[src/rtl/serial_receiver.sv]
// serial_receiver: receive end of the framed serial link.
// Deserialises start(0) + WIDTH data bits (MSB first) + [parity] + stop(1)
// on Din, sampling only on BitEn strobes, and presents the word on a
// valid/ack handshake with framing-error and sticky overrun flags.
// Optional feature macro: SERIAL_RX_PARITY_EN (even parity bit + ParityErr).
module serial_receiver #(
    parameter int WIDTH = 32,
    parameter int CNT_W = $clog2(WIDTH)
) (
    input  logic             Clk,
    input  logic             Reset,
    input  logic             BitEn,
    input  logic             Din,
    input  logic             RxAck,
    output logic [WIDTH-1:0] DataOut,
    output logic             RxValid,
    output logic             RxDone,
    output logic             RxBusy,
    output logic             FrameErr,
`ifdef SERIAL_RX_PARITY_EN
    output logic             ParityErr,
`endif
    output logic             Overrun
);

    typedef enum logic [1:0] {
        S_IDLE   = 2'd0,
        S_DATA   = 2'd1,
        S_PARITY = 2'd2,
        S_STOP   = 2'd3
    } state_e;

    state_e           state_q, state_d;
    logic [CNT_W-1:0] cnt_q, cnt_d;
    logic [WIDTH-1:0] shift_q, shift_d;
    logic [WIDTH-1:0] data_q, data_d;
    logic             valid_q, valid_d;
    logic             done_q, done_d;
    logic             ferr_q, ferr_d;
    logic             overrun_q, overrun_d;
    logic             parity_ok;
`ifdef SERIAL_RX_PARITY_EN
    logic             par_q, par_d;
    logic             perr_q, perr_d;
`endif

    // Even parity over data plus parity bit; always good when parity is absent.
    always_comb begin
`ifdef SERIAL_RX_PARITY_EN
        parity_ok = ~(^{shift_q, par_q});
`else
        parity_ok = 1'b1;
`endif
    end

    // Next-state, datapath and handshake logic; FSM advances only on BitEn.
    always_comb begin
        state_d   = state_q;
        cnt_d     = cnt_q;
        shift_d   = shift_q;
        data_d    = data_q;
        valid_d   = valid_q;
        done_d    = 1'b0;
        ferr_d    = 1'b0;
        overrun_d = overrun_q;
`ifdef SERIAL_RX_PARITY_EN
        par_d     = par_q;
        perr_d    = 1'b0;
`endif

        // An accepted ack clears valid and overrun; a completion below may
        // set valid again in the same cycle.
        if (RxAck && valid_q) begin
            valid_d   = 1'b0;
            overrun_d = 1'b0;
        end

        if (BitEn) begin
            unique case (state_q)
                S_IDLE: begin
                    if (!Din) begin
                        state_d = S_DATA;
                        cnt_d   = CNT_W'(WIDTH - 1);
                    end
                end
                S_DATA: begin
                    shift_d = {shift_q[WIDTH-2:0], Din};
                    if (cnt_q == '0) begin
`ifdef SERIAL_RX_PARITY_EN
                        state_d = S_PARITY;
`else
                        state_d = S_STOP;
`endif
                    end else begin
                        cnt_d = cnt_q - CNT_W'(1);
                    end
                end
                S_PARITY: begin
`ifdef SERIAL_RX_PARITY_EN
                    par_d = Din;
`endif
                    state_d = S_STOP;
                end
                S_STOP: begin
                    state_d = S_IDLE;
                    if (!Din) begin
                        ferr_d = 1'b1;
                    end
`ifdef SERIAL_RX_PARITY_EN
                    if (!parity_ok) begin
                        perr_d = 1'b1;
                    end
`endif
                    if (Din && parity_ok) begin
                        data_d  = shift_q;
                        valid_d = 1'b1;
                        done_d  = 1'b1;
                        if (valid_q && !RxAck) begin
                            overrun_d = 1'b1;
                        end
                    end
                end
                default: state_d = S_IDLE;
            endcase
        end
    end

    // State and output registers with synchronous active-high reset.
    always_ff @(posedge Clk) begin
        if (Reset) begin
            state_q   <= S_IDLE;
            cnt_q     <= '0;
            shift_q   <= '0;
            data_q    <= '0;
            valid_q   <= 1'b0;
            done_q    <= 1'b0;
            ferr_q    <= 1'b0;
            overrun_q <= 1'b0;
`ifdef SERIAL_RX_PARITY_EN
            par_q     <= 1'b0;
            perr_q    <= 1'b0;
`endif
        end else begin
            state_q   <= state_d;
            cnt_q     <= cnt_d;
            shift_q   <= shift_d;
            data_q    <= data_d;
            valid_q   <= valid_d;
            done_q    <= done_d;
            ferr_q    <= ferr_d;
            overrun_q <= overrun_d;
`ifdef SERIAL_RX_PARITY_EN
            par_q     <= par_d;
            perr_q    <= perr_d;
`endif
        end
    end

    assign DataOut   = data_q;
    assign RxValid   = valid_q;
    assign RxDone    = done_q;
    assign RxBusy    = (state_q != S_IDLE);
    assign FrameErr  = ferr_q;
    assign Overrun   = overrun_q;
`ifdef SERIAL_RX_PARITY_EN
    assign ParityErr = perr_q;
`endif

endmodule

[config.mk]
export PLATFORM = sky130hd
export DESIGN_NAME = serial_receiver
export DESIGN_NICKNAME = d
export VERILOG_FILES = /design/src/rtl/serial_receiver.sv
export SDC_FILE = /design/constraint.sdc
export NUM_CORES = 1
export LEC_CHECK = 0
export ABC_CLOCK_PERIOD_IN_PS = 2000
export BUFFER_PORTS_ARGS = -buffer_cell sky130_fd_sc_hd__buf_4
export CAP_MARGIN = 20
export CORE_ASPECT_RATIO = 1.75
export CORE_UTILIZATION = 50
export DETAILED_ROUTE_END_ITERATION = 10
export PLACE_DENSITY = 0.77
export SLEW_MARGIN = 20
export SYNTH_ARGS = -nofsm -noshare
export SYNTH_HDL_FRONTEND = slang
export SYNTH_SLANG_ARGS = --single-unit
[constraint.sdc]
create_clock -name Clk -period 2 [get_ports Clk]
set_clock_uncertainty 0.2 [all_clocks]
set_input_delay 0.2 -clock Clk [delete_from_list [all_inputs] [get_ports Clk]]
set_output_delay 0.2 -clock Clk [all_outputs]
set_load 0.02 [all_outputs]
Word level (Yosys, flattened, before mapping). Cells that the tools add are included.

Register bits: 75. Latch bits: 0. Memory bits (writable): 0. ROM bits: 0. Bits of input ports: 5. Output and inout port bits: 37. Memories: 0.

$add $sub $neg: 1. $mul: 0. Divide/modulo/power cells: 0. $lt $le $gt $ge: 0. Equal/unequal tests: 6. Shifts and indexed selects: 0. Muxes and demuxes: 17. Bitwise operators: 2. Reductions and logical operators: 12.

Operator list (number): 1-bit 2-to-1 mux (11); 5-bit 2-to-1 mux (2); 5-bit case mux with 2 select lines (1); 2-bit case mux with 4 select lines (1); 2-bit inequality test, second input constant (3); 3-bit AND reduction (2); 5-bit logical NOT (1); 5-bit by 1-bit subtractor with 5-bit output, second input constant (1); 2-bit equality test, second input constant (2); 2-bit 2-to-1 mux (2); 4-bit AND reduction (1); 2-bit nonzero test (2); 3-bit OR reduction (1); 2-bit by 1-bit equality test with 1-bit output, second input constant (1); 1-bit logical AND (2); 2-bit logical NOT (1); 1-bit inverter (2); 2-bit AND reduction (1); 1-bit logical NOT (1).

Depth between registers and ports, before layout.
Word-level depth: 6. Depth in mapped cells: 7. Mapped depth without buffers: 5.

Least setup slack after synthesis. No wires, ideal clock.

Path type: register to register. Start: register cnt_q[0]. End: register state_q[0]. Library setup time: 121 ps. Arrival time: 1704 ps. Data required time: 1679 ps. Slack: -26 ps. Stages on the path, launching flop included: 7. Path buffers: 1. Cells stage by stage: dfxtp_1 > inv_1 > ha_1 > or4b_4 > buf_6 > a221oi_4 > mux2_4.

Longest elaborated chain between the ends: 3.

RTL lines: start: declaration (RTL line 34) `logic [CNT_W-1:0] cnt_q, cnt_d;`; start signal: assignment (RTL line 145) `cnt_q <= cnt_d;`; 5-bit logical NOT (RTL line 88) `if (cnt_q == '0) begin`; 2-bit inequality test (no line); 3-bit AND reduction (no line); end signal: assignment (RTL line 144) `state_q <= state_d;`; end: declaration (RTL line 33) `state_e state_q, state_d;`.

Every way passes these cells. A chain may end at the register's enable or synchronous reset.

Worst setup path after layout.
Start: register cnt_q[1]. End: register state_q[0].

The elaborated chain is that of the path after synthesis.

==> results.tsv <==
stage	metric	value	unit
critical_path	Arr. time, crit path	1.95	ns
timing	clock period minus worst slack	1.92	ns
cts	root buffer cell	clkbuf_8	
cts	Num CTS Buffers	9	
route	DR vias/cell	5.11	
timing	worst-margin pin slew	0.537	ns
finish	Final nets	389	
synth	Async S/R FF share, synth	0	%
timing	Slew HR	64.2	%
critical_path	Reg-to-Reg Start	cnt_q[1]	
synth	Most used DFF post-synth	dfxtp_1	
floorplanning	Initial Util	52.1	%
cts	H-tree levels	3	
power	Power Total	3.04	mW
synth	sequential share of the synthesized area	54.4	%
synth	Mapped Nets	350	
finish	most frequent cells in the layout	nand2_1 (130), dfxtp_1 (73), a21oi_1 (68)	
placed_design	Post-DP HPWL	3540	µm
route	WL final	5510	µm
global_routing	Overall Global Routing Usage	20.7	%
placed_design	gpl congestion	0.769	
critical_path	Startpoint Class	flop	
floorplanning	die area	0.00583	mm²
route	vias	2342	
floorplanning	row count	35	
cts	CTS tree	done	
cts	Worst-path clk slew	0.07	ns
power	IR Drop Worst-Case VDD	0.000497	V
timing	Pins Over Slew Limit	0	
critical_path	Setup CP Type	reg -> reg	
timing	final setup fails	0	
route	drt pass-1 iters	6	
floorplanning	Die X	58.2	µm
power	Net Sw Power	0.691	mW
finish	fin area	0.00340	mm²
floorplanning	num ports	42	
global_routing	initial antenna violation count	0	
global_routing	vias in the first global route	2186	
synth	post-synth cell types	27	
floorplanning	CORE AREA	0.00530	mm²
cts	clock latency on the worst-skew pair	0.34	ns
global_routing	Remaining Overflow, GRT	0	
synth	Post-synth EDFFs	0	
synth	Seq cells post-synth	75	
finish	Antenna diodes	0	
route	per-cell routed wire length	12.0	µm
finish	Area Overhead vs Synth	23.4	%
synth	Mapped Cells	341	
route	M1 WL	2320	µm
power	Seq pwr share	50.4	%
placed_design	dpl ws	0.00318	ns
finish	commonest non-fill, non-tap cell in the layout	nand2_1	
global_routing	global-route wire length before repair	9280	µm
power	Lkg Pwr	1.26	nW
synth	Mapped Avg Cell Area	8.09	µm²
route	Routed Antenna Nets	0	
power	combinational power share	8.8	%
run_status	status	finished, final reports clean	
timing	Hold Fails Final Rpt	0	
route	metal2 WL	2920	µm
timing	fin crit share	96.2	%
power	sw frac	22.7	%
timing	RSZ-0062 raised after global routing	no	
critical_path	CP required	2.03	ns
route	Top Metal Used	met4	
finish	fill count	485	
placed_design	I/O Buffers	41	
power	clock network fraction of design power	40.8	%
cts	Sink Count	75	
global_routing	pin count of the biggest net entering global routing	57	
synth	yosys warns	0	
cts	Bufs on Longest Clock Path	2	
power	Pwr Density	893	mW/mm²
finish	layout cells sized above 1	19.0	%
critical_path	crit path from	cnt_q[1]	
job	max_cap viols	0	
critical_path	Setup crit end kind	flop	
route	met3 routed WL	151	µm
route	Residual DRC	0	
critical_path	crit-path max FO	3	
hold_path	hold path startpoint	Reset	
timing	Max Fclk	0.520	GHz
timing	fin worst setup slack	0.0759	ns
hold_path	min-delay worst type	in -> reg	
timing	setup tns final	0	ns
placed_design	dpl cell area	0.00314	mm²
power	Pint	2.35	mW
synth	Cell Area, Synth	0.00276	mm²
route	1st-iter DRT viols	64	
floorplanning	Chip Height	100	µm
what timing repair did:
item,CTS,global route
setup buffers,1,0
pin swaps,1,1
setup endpoints to repair,1,1
hold buffers,3,0
gates resized for setup,1,2
endpoints found under the hold margin,5,0
area by class of cell:
type | count | area [µm²] | share of cell area [%]
Inverter | 7 | 26.3 | 0.772
Sequential cell | 75 | 1500 | 44.2
Multi-Input combinational cell | 236 | 1150 | 33.8
Tap cell | 74 | 92.6 | 2.72
Clock buffer | 10 | 138 | 4.04
Clock inverter | 5 | 77.6 | 2.28
Timing Repair Buffer | 51 | 415 | 12.2
routing by layer:
metal / vias up / global-route usage, %
met5: - / 0
met4: 0 / 10.3
met3: 9 / 4.77
met2: 45 / 37.6
met1: 1097 / 21.6
li1: 1191 / -
critical path, cell delays in order, from the launching register on:
cell and delay [ns]:
dfxtp_2 0.33, inv_2 0.08, ha_4 0.13, or4b_4 0.48
a221oi_4 0.27, mux2_4 0.33
Yosys cell counts, drive strengths merged (2+ instances only):
master  instances  area, µm²
inv             7       26.3
nand2         130        488
a211oi          2       15.0
nand4           2       12.5
nand2b          3       18.8
a221oi          3       43.8
nor2b           2       12.5
dfxtp          75       1500
a41o            2       20.0
and3            3       18.8
a21oi          68        340
buf             6       30.0
ha              4       50.1
clkbuf         17       63.8
nor2            7       26.3
state kept, by name, indices dropped and copies added, names as in the netlist, named ones only:
register  count
DataOut      32
shift_q      32
cnt_q         5
state_q       2
FrameErr      1
RxDone        1
RxValid       1
worst paths after layout:
check                endpoint  slack [ns]  depth (start not counted)
setup / recovery   state_q[0]        0.08                          5
hold / removal         RxDone        0.13                          2
setup reg to reg   state_q[0]        0.08                          5
hold reg to reg   DataOut[10]        0.26                          2
power groups by stage:
stage | clock network [mW] | registers, mW | logic [mW]
finish | 1.24 | 1.53 | 0.266
global placement | 0 | 1.56 | 0.243
detailed placement | 0 | 1.57 | 0.250
CTS | 1.27 | 1.53 | 0.260
global route | 1.32 | 1.53 | 0.296
floorplan | 0 | 1.56 | 0.195
through the flow:
stage	util, %	hold slack, ns	cells
final	64.2	0.131	458
after floorplan	-	0.0767	341
after CTS	64.0	0.119	458
after global placement	59.2	0.193	439
after detailed placement	59.2	0.201	439
after global routing	64.2	0.140	458
logic make-up after synthesis:
family	share of synthesized area, %
mux	0.907
simple gates	23.0
compound gates	15.5
flops	54.4
buf+inv	4.35
fa+ha+maj	1.81
(Power assumes the default switching activity.)
